<file path="config.mk">
export PLATFORM = sky130hd
export DESIGN_NAME = mem_access_ctrl
export DESIGN_NICKNAME = d
export VERILOG_FILES = /design/src/rtl/mem_access_ctrl.sv
export SDC_FILE = /design/constraint.sdc
export NUM_CORES = 1
export LEC_CHECK = 0
export CAP_MARGIN = 20
export CORE_MARGIN = 4
export CORE_UTILIZATION = 40
export CTS_CLUSTER_SIZE = 30
export DETAILED_ROUTE_END_ITERATION = 6
export GPL_TIMING_DRIVEN = 0
export PLACE_DENSITY = 0.85
export SLEW_MARGIN = 10
export SYNTH_ARGS = -nofsm -noshare
export SYNTH_HDL_FRONTEND = slang
export SYNTH_SLANG_ARGS = --single-unit
</file>
<file path="constraint.sdc">
create_clock -name clk_i -period 4.31 [get_ports clk_i]
set_input_delay 0.6465 -clock clk_i [delete_from_list [all_inputs] [get_ports clk_i]]
set_output_delay 0.6465 -clock clk_i [all_outputs]
set_load 0.05 [all_outputs]
</file>
<file path="src/rtl/mem_access_ctrl.sv">
// mem_access_ctrl: sequences CPU loads and stores onto a word-wide memory
// with variable latency.
//
// Sub-word loads select one lane of the word and then sign-extend or
// zero-extend it. Sub-word stores use read-modify-write, because the memory
// has no byte enables. The CPU stays stalled until the access completes,
// is rejected as illegal, or times out.
//
// Ports
//   clk_i, rst_i        clock and asynchronous active-high reset
//   memRead_i/Write_i   load and store requests, held stable by the CPU while stalled
//   memDataSize_i       0 = word, 1 = half, 2 = byte, 3 = illegal
//   memBitExt_i         load extension: 0 = sign, 1 = zero
//   addr_i, wdata_i     byte address and store data
//   stall_o             freezes the pipeline while an access is in flight
//   rdata_o             extended load result, valid in the DONE cycle
//   access_err_o        pulses in DONE for a misaligned or illegal request
//   bus_err_o           pulses in DONE when the memory times out
//   mem_*               word-wide memory handshake
//
// state     | meaning
// IDLE      | waiting for a request; latch request and check legality
// READ      | load phase; wait for mem_ready_i
// WRITE     | word store phase; wait for mem_ready_i
// RMW_READ  | read the old word for a sub-word store
// RMW_WRITE | write the merged word
// DONE      | release stall for one cycle; error pulses appear here
module mem_access_ctrl #(
  parameter int unsigned TIMEOUT = 255
) (
  input  logic        clk_i,
  input  logic        rst_i,
  input  logic        memRead_i,
  input  logic        memWrite_i,
  input  logic [1:0]  memDataSize_i,
  input  logic        memBitExt_i,
  input  logic [31:0] addr_i,
  input  logic [31:0] wdata_i,
  output logic        stall_o,
  output logic [31:0] rdata_o,
  output logic        access_err_o,
  output logic        bus_err_o,
  output logic [29:0] mem_addr_o,
  output logic        mem_en_o,
  output logic        mem_we_o,
  output logic [31:0] mem_wdata_o,
  input  logic [31:0] mem_rdata_i,
  input  logic        mem_ready_i
);

  localparam logic [1:0] SZ_WORD = 2'd0;
  localparam logic [1:0] SZ_HALF = 2'd1;
  localparam logic [1:0] SZ_BYTE = 2'd2;
  localparam logic [1:0] SZ_ILL  = 2'd3;
  localparam logic [7:0] TMO_LAST = 8'(TIMEOUT - 1);

  typedef enum logic [2:0] {
    IDLE, READ, WRITE, RMW_READ, RMW_WRITE, DONE
  } state_t;

  state_t      state_q, state_d;
  logic [1:0]  size_q, size_d;
  logic        ext_q, ext_d;
  logic [1:0]  lane_q, lane_d;
  logic [15:0] wdata_q, wdata_d;
  logic [29:0] mem_addr_q, mem_addr_d;
  logic [31:0] mem_wdata_q, mem_wdata_d;
  logic [31:0] rdata_q, rdata_d;
  logic        access_err_q, access_err_d;
  logic        bus_err_q, bus_err_d;
  logic [7:0]  tmo_cnt_q, tmo_cnt_d;

  logic req, illegal, in_phase, tmo_hit;

  function automatic logic [31:0] load_extend(input logic [31:0] w, input logic [1:0] sz,
                                              input logic [1:0] ln, input logic zx);
    logic [7:0]  b;
    logic [15:0] h;
    logic [31:0] r;
    case (ln)
      2'd0:    b = w[7:0];
      2'd1:    b = w[15:8];
      2'd2:    b = w[23:16];
      default: b = w[31:24];
    endcase
    h = ln[1] ? w[31:16] : w[15:0];
    r = w;
    if (sz == SZ_HALF)      r = {{16{h[15] & ~zx}}, h};
    else if (sz == SZ_BYTE) r = {{24{b[7] & ~zx}}, b};
    return r;
  endfunction

  function automatic logic [31:0] store_merge(input logic [31:0] w, input logic [15:0] d,
                                              input logic [1:0] sz, input logic [1:0] ln);
    logic [31:0] r;
    r = w;
    if (sz == SZ_HALF) begin
      if (ln[1]) r[31:16] = d;
      else       r[15:0]  = d;
    end else begin
      case (ln)
        2'd0:    r[7:0]   = d[7:0];
        2'd1:    r[15:8]  = d[7:0];
        2'd2:    r[23:16] = d[7:0];
        default: r[31:24] = d[7:0];
      endcase
    end
    return r;
  endfunction

  assign req      = memRead_i | memWrite_i;
  assign stall_o  = req & (state_q != DONE);
  assign in_phase = (state_q == READ) || (state_q == WRITE) ||
                    (state_q == RMW_READ) || (state_q == RMW_WRITE);
  assign tmo_hit  = (tmo_cnt_q == TMO_LAST) && !mem_ready_i;

  assign illegal = (memRead_i & memWrite_i) ||
                   (memDataSize_i == SZ_ILL) ||
                   ((memDataSize_i == SZ_WORD) && (addr_i[1:0] != 2'b00)) ||
                   ((memDataSize_i == SZ_HALF) && addr_i[0]);

  always_comb begin
    state_d      = state_q;
    size_d       = size_q;
    ext_d        = ext_q;
    lane_d       = lane_q;
    wdata_d      = wdata_q;
    mem_addr_d   = mem_addr_q;
    mem_wdata_d  = mem_wdata_q;
    rdata_d      = rdata_q;
    access_err_d = 1'b0;
    bus_err_d    = 1'b0;

    case (state_q)
      IDLE: begin
        if (req) begin
          mem_addr_d = addr_i[31:2];
          size_d     = memDataSize_i;
          ext_d      = memBitExt_i;
          lane_d     = addr_i[1:0];
          wdata_d    = wdata_i[15:0];
          if (illegal) begin
            state_d      = DONE;
            access_err_d = 1'b1;
            rdata_d      = '0;
          end else if (memRead_i) begin
            state_d = READ;
          end else if (memDataSize_i == SZ_WORD) begin
            state_d     = WRITE;
            mem_wdata_d = wdata_i;
          end else begin
            state_d = RMW_READ;
          end
        end
      end
      READ: begin
        if (mem_ready_i) begin
          rdata_d = load_extend(mem_rdata_i, size_q, lane_q, ext_q);
          state_d = DONE;
        end
      end
      RMW_READ: begin
        if (mem_ready_i) begin
          mem_wdata_d = store_merge(mem_rdata_i, wdata_q, size_q, lane_q);
          state_d     = RMW_WRITE;
        end
      end
      WRITE, RMW_WRITE: begin
        if (mem_ready_i) state_d = DONE;
      end
      DONE:    state_d = IDLE;
      default: state_d = IDLE;
    endcase

    // A timeout abandons the phase. mem_ready_i in the same cycle takes
    // priority because tmo_hit already requires it to be low.
    if (in_phase && tmo_hit) begin
      state_d   = DONE;
      bus_err_d = 1'b1;
      rdata_d   = '0;
    end
  end

  always_comb begin
    tmo_cnt_d = tmo_cnt_q;
    if (state_d != state_q)            tmo_cnt_d = '0;
    else if (in_phase && !mem_ready_i) tmo_cnt_d = tmo_cnt_q + 8'd1;
  end

  always_ff @(posedge clk_i or posedge rst_i) begin
    if (rst_i) begin
      state_q      <= IDLE;
      size_q       <= SZ_WORD;
      ext_q        <= 1'b0;
      lane_q       <= '0;
      wdata_q      <= '0;
      mem_addr_q   <= '0;
      mem_wdata_q  <= '0;
      rdata_q      <= '0;
      access_err_q <= 1'b0;
      bus_err_q    <= 1'b0;
      tmo_cnt_q    <= '0;
    end else begin
      state_q      <= state_d;
      size_q       <= size_d;
      ext_q        <= ext_d;
      lane_q       <= lane_d;
      wdata_q      <= wdata_d;
      mem_addr_q   <= mem_addr_d;
      mem_wdata_q  <= mem_wdata_d;
      rdata_q      <= rdata_d;
      access_err_q <= access_err_d;
      bus_err_q    <= bus_err_d;
      tmo_cnt_q    <= tmo_cnt_d;
    end
  end

  // The enable and write strobe come only from the state register, so they
  // do not glitch and they drop as soon as reset is asserted.
  assign mem_en_o     = in_phase;
  assign mem_we_o     = (state_q == WRITE) || (state_q == RMW_WRITE);
  assign mem_addr_o   = mem_addr_q;
  assign mem_wdata_o  = mem_wdata_q;
  assign rdata_o      = rdata_q;
  assign access_err_o = access_err_q;
  assign bus_err_o    = bus_err_q;

endmodule
</file>
### Word level (Yosys, flattened, before mapping)

Index checks and enable logic that the tools add are counted.

* bits in registers: 128
* latch bits: 0
* RAM bits: 0
* bits in read-only memories: 0
* input bits: 104
* output and inout port bits: 99
* logic and storage cells: 102
* memories: 0

* $add $sub $neg: 1
* $mul: 0
* div/mod/pow operators: 0
* $lt $le $gt $ge: 0
* equality and inequality tests: 21
* shift operators: 0
* multiplexer cells: 38
* bitwise operators: 6
* reduce and logical (&&, ||, !) cells: 25

Operators by type and width (count)
* 2-to-1 mux 32 bit: 12
* one-hot mux 32 bit (2 select lines): 2
* 2-to-1 mux 8 bit: 8
* 2-to-1 mux 16 bit: 3
* one-hot mux 8 bit (3 select lines): 1
* 2-to-1 mux 3 bit: 5
* != test 2 bit, second input constant: 5
* != test 3 bit, second input constant: 3
* one-hot mux 3 bit (3 select lines): 1
* adder 8 x 1 -> 8 bit, second input constant: 1
* equality test 8 bit, second input constant: 1
* logical OR 1 bit: 7
* equality test 2 x 1 -> 1 bit, second input constant: 3
* equality test 2 bit, second input constant: 3
* equality test 3 x 2 -> 1 bit, second input constant: 2
* AND reduction 6 bit: 1
* nonzero test 2 bit: 3
* OR reduction 3 bit: 2
* logical AND 1 bit: 5
* 2-to-1 mux 1 bit: 5
* bitwise AND 1 bit: 4
* zero test 2 bit: 2
* AND reduction 4 bit: 1
* equality test 3 x 1 -> 1 bit, second input constant: 1
* other kinds (10): 10

### Depth between registers and ports, before layout

Gate-level depths: netlist of run 1.

* word-level depth: 10
* gate-level depth with buffers: 8
* mapped depth without buffers: 7

### Worst setup path after synthesis of run 1

Ideal clock, no wire load.

* kind: input to register
* start: in addr_i[1]
* end: reg tmo_cnt_q[0]
* library setup time: 0.086 ns
* arrival: 2.077 ns
* data required time: 4.224 ns
* slack: 2.147 ns
* cell stages on the path: 6
* buffers on the path: 0
* cells stage by stage: nor2b_1 o31ai_2 a21boi_1 a2111o_1 a221o_1 nor3_1

* cells in the longest elaborated chain, start to end: 10
* elaborated cells on any way between the ends: 11
* those cells by class: 1 x eq/ne; 5 x mux; 5 x reduce/logical

Ends and longest elaborated chain
* from (decl): line 37 `input logic [31:0] addr_i,`
* nonzero test 2 bit (*): line 119 `((memDataSize_i == SZ_WORD) && (addr_i[1:0] != 2'b00)) ||`
* logical AND 1 bit (*): line 119
* logical OR 1 bit (*): line 118 `(memDataSize_i == SZ_ILL) ||`
* logical OR 1 bit (*): line 119
* 2-to-1 mux 3 bit (*): line 142 `if (illegal) begin`
* 2-to-1 mux 3 bit (*): line 136 `if (req) begin`
* one-hot mux 3 bit (3 select lines) (*): line 134 `case (state_q)`
* 2-to-1 mux 3 bit (*): line 177 `if (in_phase && tmo_hit) begin`
* via state_d[2]: line 61 `state_t state_q, state_d;`
* != test 3 bit (*): line 186 `if (state_d != state_q) tmo_cnt_d = '0;`
* 2-to-1 mux 8 bit or nonzero test 2 bit (tied branches)
* to (signal assigned): line 214 `tmo_cnt_q <= tmo_cnt_d;`
* to (decl): line 71 `logic [7:0] tmo_cnt_q, tmo_cnt_d;`

Mark *: on every way through the listed nets, which the timed path passes. The rest lies on a longest branch.
A chain may end at the register's enable or synchronous reset.

### Worst setup path in the final report of run 1

* start: in memRead_i
* end: out stall_o

* cells in the longest elaborated chain, start to end: 2

Ends and longest elaborated chain
* from (decl): line 33 `input logic memRead_i,`
* OR 1 bit: line 111 `assign req = memRead_i | memWrite_i;`
* bitwise AND 1 bit: line 112 `assign stall_o = req & (state_q != DONE);`
* to (decl): line 39 `output logic stall_o,`

No other way between the ends.

==> summary.md, run 1 <==
| Metric | Value |
|---|---|
| Outcome | complete, no violations |
| Total congestion overflow after global routing | 0 |
| Worst Hold Launch | mem_wdata_o[4] |
| Internal power consumption | 4.26 mW |
| Worst setup slack before clock tree synthesis | 1.21 ns |
| Total standard cell area after synthesis | 0.00633 sq mm |
| Final hold violations | 0 |
| Pwr Total | 7.93 mW |
| Total negative slack | 0 ns |
| Count of boundary I/O pins | 203 |
| Non-filler instance count after layout | 1079 |
| Number of nets in the layout | 962 |
| Total clock sinks | 128 |
| Sequential share of the synthesized area | 0.506 |
| Final setup violation count | 0 |
| Pin count of the biggest net entering global routing | 73 |
| Hpwl dp | 15800 um |
| Setup Fix Bufs, Post-CTS | 0 |
| Count of flip-flops with a built-in enable after synthesis | 0 |
| Largest cells by area after synthesis | sky130_fd_sc_hd__dfrtp_1, sky130_fd_sc_hd__mux2_2, sky130_fd_sc_hd__o21ai_0 |
| Vias per inst | 5.66 |
| Die Y-Extent | 134 um |
| Number of distinct library cells after synthesis | 48 |
| Layout Cell Area excl Fill | 0.00926 sq mm |
| Site row count | 45 |
| Class of the most critical hold timing path | flop to flop |
| Flip-flop and latch count after synthesis | 128 |
| Synthesized instance count | 635 |
| Global placement routability congestion | 0.937 |
| Peak clock frequency supported by timing | 344 MHz |
| First element of the critical path | memRead_i |
| Via count | 6104 |
| Effective utilization at floorplan | 0.412 |
| Worst path buffer plus inverter count | 2 |
| Largest vdd supply drop | 0.000596 V |
| Share of power burned in the clock network | 0.191 |
| Worst-path clk slew | 0.06 ns |
| Final routed DRC violation total | 0 |
| Area of the die | 0.0179 sq mm |
| Number of nets in the synthesized netlist | 741 |
| Required time at the worst-slack endpoint | 3.66 ns |
| Synth cell count leaders | sky130_fd_sc_hd__dfrtp_1, sky130_fd_sc_hd__nand2_1, sky130_fd_sc_hd__o21ai_0, sky130_fd_sc_hd__a21oi_1, sky130_fd_sc_hd__mux2_2 |
| Max Fanout on Critical Path | 3 |
| CTS hold repair buffers | 0 |
| Reg2reg start | state_q[0] |
| Final number of max-transition violations | 0 |
| Worst-case clock skew | 0.00854 ns |
| Placeable core area | 0.0154 sq mm |
| Leakage dissipation | 3.85 nW |
| Global-route wire length before repair | 33300 um |
| Average cell area after synthesis | 9.96 sq um |
| Fill cell count | 1286 |
| Most common cell in the synthesized netlist | sky130_fd_sc_hd__dfrtp_1 |
| Asr flop ratio synth | 1.00 |
| Setup crit start kind | input pin |
| Number of antenna violations at the first check in global routing | 0 |
| Fraction of layout cells with a size suffix above 1 | 0.119 |
| TritonRoute pass-1 iters | 5 |
| Fraction of the cycle the final worst path needs | 0.674 |
| Hold WS | 0.481 ns |
| Post-route antenna net violation count | 0 |
| Setup ws final | 1.40 ns |
| Power share of the sequential group | 0.257 |
| Crit path kind | input pin to output port |
| Data arrival time of the critical path | 2.26 ns |
| Most frequent CP cell | sky130_fd_sc_hd__clkdlybuf4s50_1 |
| Depth of the CTS H-tree | 4 |
| Actual slew at the worst max-slew pin | 0.801 ns |
| Total power per unit cell area | 857 mW/mm^2 |
| Final period demand of the worst path | 2.91 ns |
| Crit path largest cell delay | 0.84 ns |
| Unrepaired setup endpoints after global routing | no |
| IO Port Bufs | 201 |
| Combinational Power Share | 0.552 |
| Crit path max-delay family | buffers and inverters |
| Insertion delay of the later-clocked pin in the worst-skew pair | 0.42 ns |
| Switching share of power | 0.463 |
| Count of max-cap constraint violations | 0 |
| Cell chain of the critical path | clkdlybuf4s50_1, nor2_1, a31oi_1, clkdlybuf4s50_1 |
| Remaining max-slew budget at the tightest pin | 0.462 |
| Die X-Extent | 134 um |
| Post-placement cell area | 0.00863 sq mm |
| Sort of element at the end of the critical path | output port |
| Routed WL per cell | 19.7 um |
| Vias in the first global route | 6058 |
| Max Buffers Root-to-Sink | 2 |
| Root Buffer Master | sky130_fd_sc_hd__clkbuf_16 |
| Number of buffers created by CTS | 17 |
| Global router's overall resource usage | 0.239 |
| Leading register cell type out of synthesis | sky130_fd_sc_hd__dfrtp_1 |
| Clock tree from TritonCTS | yes |
| Layout overhead on the synthesized area | 46.3% |
| Area fraction of the dominant cell type after synthesis | 0.506 |
| Cell taking the most area after synthesis | sky130_fd_sc_hd__dfrtp_1 |
| Ys Warns | 0 |
| Antenna Diode Count | 0 |
| Layout Utilization | 0.602 |
| Initial DRC Count | 799 |
| Placed cell count | 1048 |
| Cell with the biggest individual delay on the critical path | sky130_fd_sc_hd__clkdlybuf4s50_1 |
| Total wire length | 21200 um |
| Switching power summed over all nets | 3.67 mW |
| Post-CTS resize count | 0 |
==> cells by family (layout without fill, tap and decap cells) <==
logic type      count (synthesis)  count (layout)  share of synthesized area
compound gates                194             194                      0.178
simple gates                  177             177                      0.125
flops                         128             128                      0.506
mux                            72              72                      0.139
buf+inv                        53             286                     0.0342
xor+xnor                        9               9                     0.0136
fa+ha+maj                       2               2                    0.00396
==> routing by layer <==
layer  wire length [um]  global-route usage  part of all wire  vias up
met1               8490               0.315              0.40     2925
met2               9870               0.372              0.47      380
li1                   -                   -                 -     2724
met4                799              0.0931             0.038        0
met5                  0                   0                 0        -
met3               2050              0.0706             0.097       75
==> path summary, 6_finish.rpt <==
kind	endpoint	slack (ns)	cells after the start
setup / recovery	stall_o	1.40	4
hold / removal	mem_wdata_o[4]	0.48	2
setup reg to reg	rdata_o[14]	1.69	8
hold reg to reg	mem_wdata_o[4]	0.48	2
max in group asynchronous	rdata_o[18]	2.89	3
min in group asynchronous	mem_addr_o[7]	0.68	2
==> cells in the final DEF (no fill, tap or decap), drive strengths merged, types with 2 or more instances in the layout <==
cell,Yosys,final
nor2,38,38
nand4,4,4
clkdlybuf4s50,0,201
o21ai,81,81
inv,11,11
nor3,15,15
a21oi,60,60
o221ai,3,3
clkinv,0,5
buf,11,12
mux4,8,8
nand2b,3,3
bufinv,0,4
a211oi,7,7
xnor2,5,5
nand2,87,87
ha,2,2
nor3b,2,2
a31oi,4,4
clkbuf,31,52
nand3,14,14
nor2b,4,4
and3,7,7
o22a,3,3
xor2,4,4
mux2,47,47
and2,2,2
a22o,8,8
dfrtp,128,128
a2bb2oi,3,3
o22ai,13,13
a21o,2,2
mux2i,17,17
==> layout make-up <==
cell class,count,area (sq um),area share
inverter,11,46.3,0.00500
buffer,42,175,0.0189
multi-input combinational,454,2910,0.314
clock inverter,10,160,0.0173
clock buffer,21,460,0.0497
tap,211,264,0.0285
sequential,128,3200,0.346
timing repair buffer,202,2040,0.220
==> worst min-delay path: cells and delay by family (launching register included) <==
kind            cells  cell delay (ns)
compound gates      1             0.06
flops               1             0.34
simple gates        1             0.04
==> power by group through the flow <==
stage / logic [mW] / clock network, mW / registers, mW
after floorplan: 1.60 / 0 / 3.36
final: 4.38 / 1.52 / 2.04
after detailed placement: 4.36 / 0 / 2.04
after global routing: 4.63 / 1.59 / 2.10
after CTS: 4.38 / 1.54 / 2.03
after global placement: 4.27 / 0 / 2.02
==> registers in the layout (all words and copies together), names as in the netlist <==
name,cells
mem_wdata_o,32
rdata_o,32
mem_addr_o,30
wdata_q,16
tmo_cnt_q,8
state_q,3
lane_q,2
size_q,2
access_err_o,1
bus_err_o,1
ext_q,1
Power figures use the tool's default switching activity.
==> run 2: changes to the inputs <==
--- a/config.mk
+++ b/config.mk
@@ -11,7 +11,7 @@
 export CTS_CLUSTER_SIZE = 30
 export DETAILED_ROUTE_END_ITERATION = 6
 export GPL_TIMING_DRIVEN = 0
-export PLACE_DENSITY = 0.85
+export PLACE_DENSITY = 0.82
 export SLEW_MARGIN = 10
 export SYNTH_ARGS = -nofsm -noshare
 export SYNTH_HDL_FRONTEND = slang
==> constraint.sdc (replaced) <==
create_clock -name clk_i -period 2.9 [get_ports clk_i]
set_input_delay 0.435 -clock clk_i [delete_from_list [all_inputs] [get_ports clk_i]]
set_output_delay 0.435 -clock clk_i [all_outputs]
set_load 0.05 [all_outputs]
==> summary.md, run 2 (same netlist as run 1, synthesis figures left out) <==
| Metric | Value |
|---|---|
| Placeable core area | 0.0154 sq mm |
| Post-placement cell area | 0.00867 sq mm |
| Setup crit start kind | flop |
| Total clock sinks | 128 |
| Number of antenna violations at the first check in global routing | 1 |
| Commonest non-fill, non-tap cell in the layout | sky130_fd_sc_hd__clkdlybuf4s50_1 |
| Count of max-cap constraint violations | 0 |
| Cell chain of the critical path | buf_6, o21a_1, nor2_1, clkdlybuf4s50_1 |
| Sort of element at the end of the critical path | output port |
| Final number of max-transition violations | 0 |
| Total wire length | 20600 um |
| Cell with the biggest individual delay on the critical path | sky130_fd_sc_hd__clkdlybuf4s50_1 |
| Count of boundary I/O pins | 203 |
| Pin count of the biggest net entering global routing | 39 |
| Global-route wire length before repair | 32800 um |
| Routed WL per cell | 19.0 um |
| Placed cell count | 1050 |
| Vias in the first global route | 5928 |
| Antenna Diode Count | 0 |
| Remaining max-slew budget at the tightest pin | 0.529 |
| Layout Cell Area excl Fill | 0.00924 sq mm |
| Hold WS | 0.467 ns |
| Via count | 5929 |
| Layout overhead on the synthesized area | 46.1% |
| Die X-Extent | 134 um |
| TritonRoute pass-1 iters | 5 |
| Required time at the worst-slack endpoint | 2.47 ns |
| Most frequent cells in the layout | sky130_fd_sc_hd__clkdlybuf4s50_1, sky130_fd_sc_hd__dfrtp_1, sky130_fd_sc_hd__nand2_1, sky130_fd_sc_hd__o21ai_0, sky130_fd_sc_hd__a21oi_1 |
| Initial DRC Count | 526 |
| Final routed DRC violation total | 0 |
| Root Buffer Master | sky130_fd_sc_hd__clkbuf_16 |
| Crit path largest cell delay | 0.82 ns |
| Clock tree from TritonCTS | yes |
| Unrepaired setup endpoints after global routing | no |
| Outcome | complete, no violations |
| Depth of the CTS H-tree | 4 |
| Fill cell count | 1318 |
| Final setup violation count | 0 |
| Fraction of layout cells with a size suffix above 1 | 0.124 |
| Final hold violations | 0 |
| Data arrival time of the critical path | 2.12 ns |
| Largest vdd supply drop | 0.000792 V |
| Vias per inst | 5.48 |
| Final period demand of the worst path | 2.56 ns |
| Worst-case clock skew | 0.00910 ns |
| Number of buffers created by CTS | 17 |
| Number of nets in the layout | 964 |
| Peak clock frequency supported by timing | 391 MHz |
| Site row count | 45 |
| Total congestion overflow after global routing | 0 |
| Max Buffers Root-to-Sink | 2 |
| Fraction of the cycle the final worst path needs | 0.883 |
| Hpwl dp | 15700 um |
| CTS hold repair buffers | 0 |
| Worst-path clk slew | 0.06 ns |
| Actual slew at the worst max-slew pin | 0.706 ns |
| Area of the die | 0.0179 sq mm |
| Total power per unit cell area | 1250 mW/mm^2 |
| Non-filler instance count after layout | 1082 |
| Class of the most critical hold timing path | input pin to async pin |
| Post-route antenna net violation count | 0 |
| Post-CTS resize count | 0 |
| Crit path kind | flop to output port |
| Max Fanout on Critical Path | 10 |
| Die Y-Extent | 134 um |
| Global placement routability congestion | 0.940 |
| Effective utilization at floorplan | 0.412 |
| Insertion delay of the later-clocked pin in the worst-skew pair | 0.43 ns |
| IO Port Bufs | 201 |
| Layout Utilization | 0.601 |
| Global router's overall resource usage | 0.235 |
| Depth of the worst register-to-register path | 6 |
| Leakage dissipation | 3.83 nW |
| Setup Fix Bufs, Post-CTS | 0 |
-- run 2: final timing paths --
| kind | slack (ns) | to | from |
|---|---|---|---|
| worst max-delay path | 0.34 | mem_en_o | state_q[1] |
| worst min-delay path | 0.47 | mem_addr_o[10] | rst_i |
| worst max register to register | 0.38 | wdata_q[15] | state_q[1] |
| worst min register to register | 0.48 | mem_wdata_o[26] | mem_wdata_o[26] |
| max in group asynchronous | 1.61 | wdata_q[15] | rst_i |
| min in group clk_i | 0.48 | mem_wdata_o[26] | mem_wdata_o[26] |
-- run 2: worst max-delay path, delay by kind of cell (launching register included) --
| family | cells | cell delay [ns] |
|---|---|---|
| buf+inv | 2 | 0.96 |
| flops | 1 | 0.37 |
| compound gates | 1 | 0.23 |
| simple gates | 1 | 0.14 |
-- run 2: final cells by class --
| class | count | area, sq um | share of cell area |
|---|---|---|---|
| multi-input combinational | 454 | 2910 | 0.314 |
| sequential | 128 | 3200 | 0.347 |
| inverter | 11 | 45.0 | 0.00487 |
| tap | 211 | 264 | 0.0286 |
| timing repair buffer | 204 | 2070 | 0.224 |
| clock inverter | 15 | 151 | 0.0164 |
| buffer | 42 | 175 | 0.0190 |
| clock buffer | 17 | 425 | 0.0460 |
-- run 2: routing by layer --
| layer | vias up | GRT usage | routed length, um |
|---|---|---|---|
| met5 | - | 0 | 19 |
| met4 | 2 | 0.0840 | 514 |
| met3 | 48 | 0.0831 | 1950 |
| met2 | 317 | 0.358 | 9470 |
| met1 | 2825 | 0.312 | 8640 |
| li1 | 2737 | - | - |
-- run 2: power breakdown --
group	leakage, nW	switching, mW	total, mW	internal (mW)
logic	1.95	4.15	6.46	2.31
registers	1.61	0.469	3.02	2.55
clock network	0.273	0.888	2.09	1.20
-- run 2: stage by stage --
step,setup slack (ns),power [mW],TNS [ns]
detailed placement,0.0847,9.49,0
global placement,-0.323,9.37,-39.83
CTS,0.315,11.6,0
global route,0.181,12.2,0
finish,0.340,11.6,0
floorplan,0.884,7.36,0
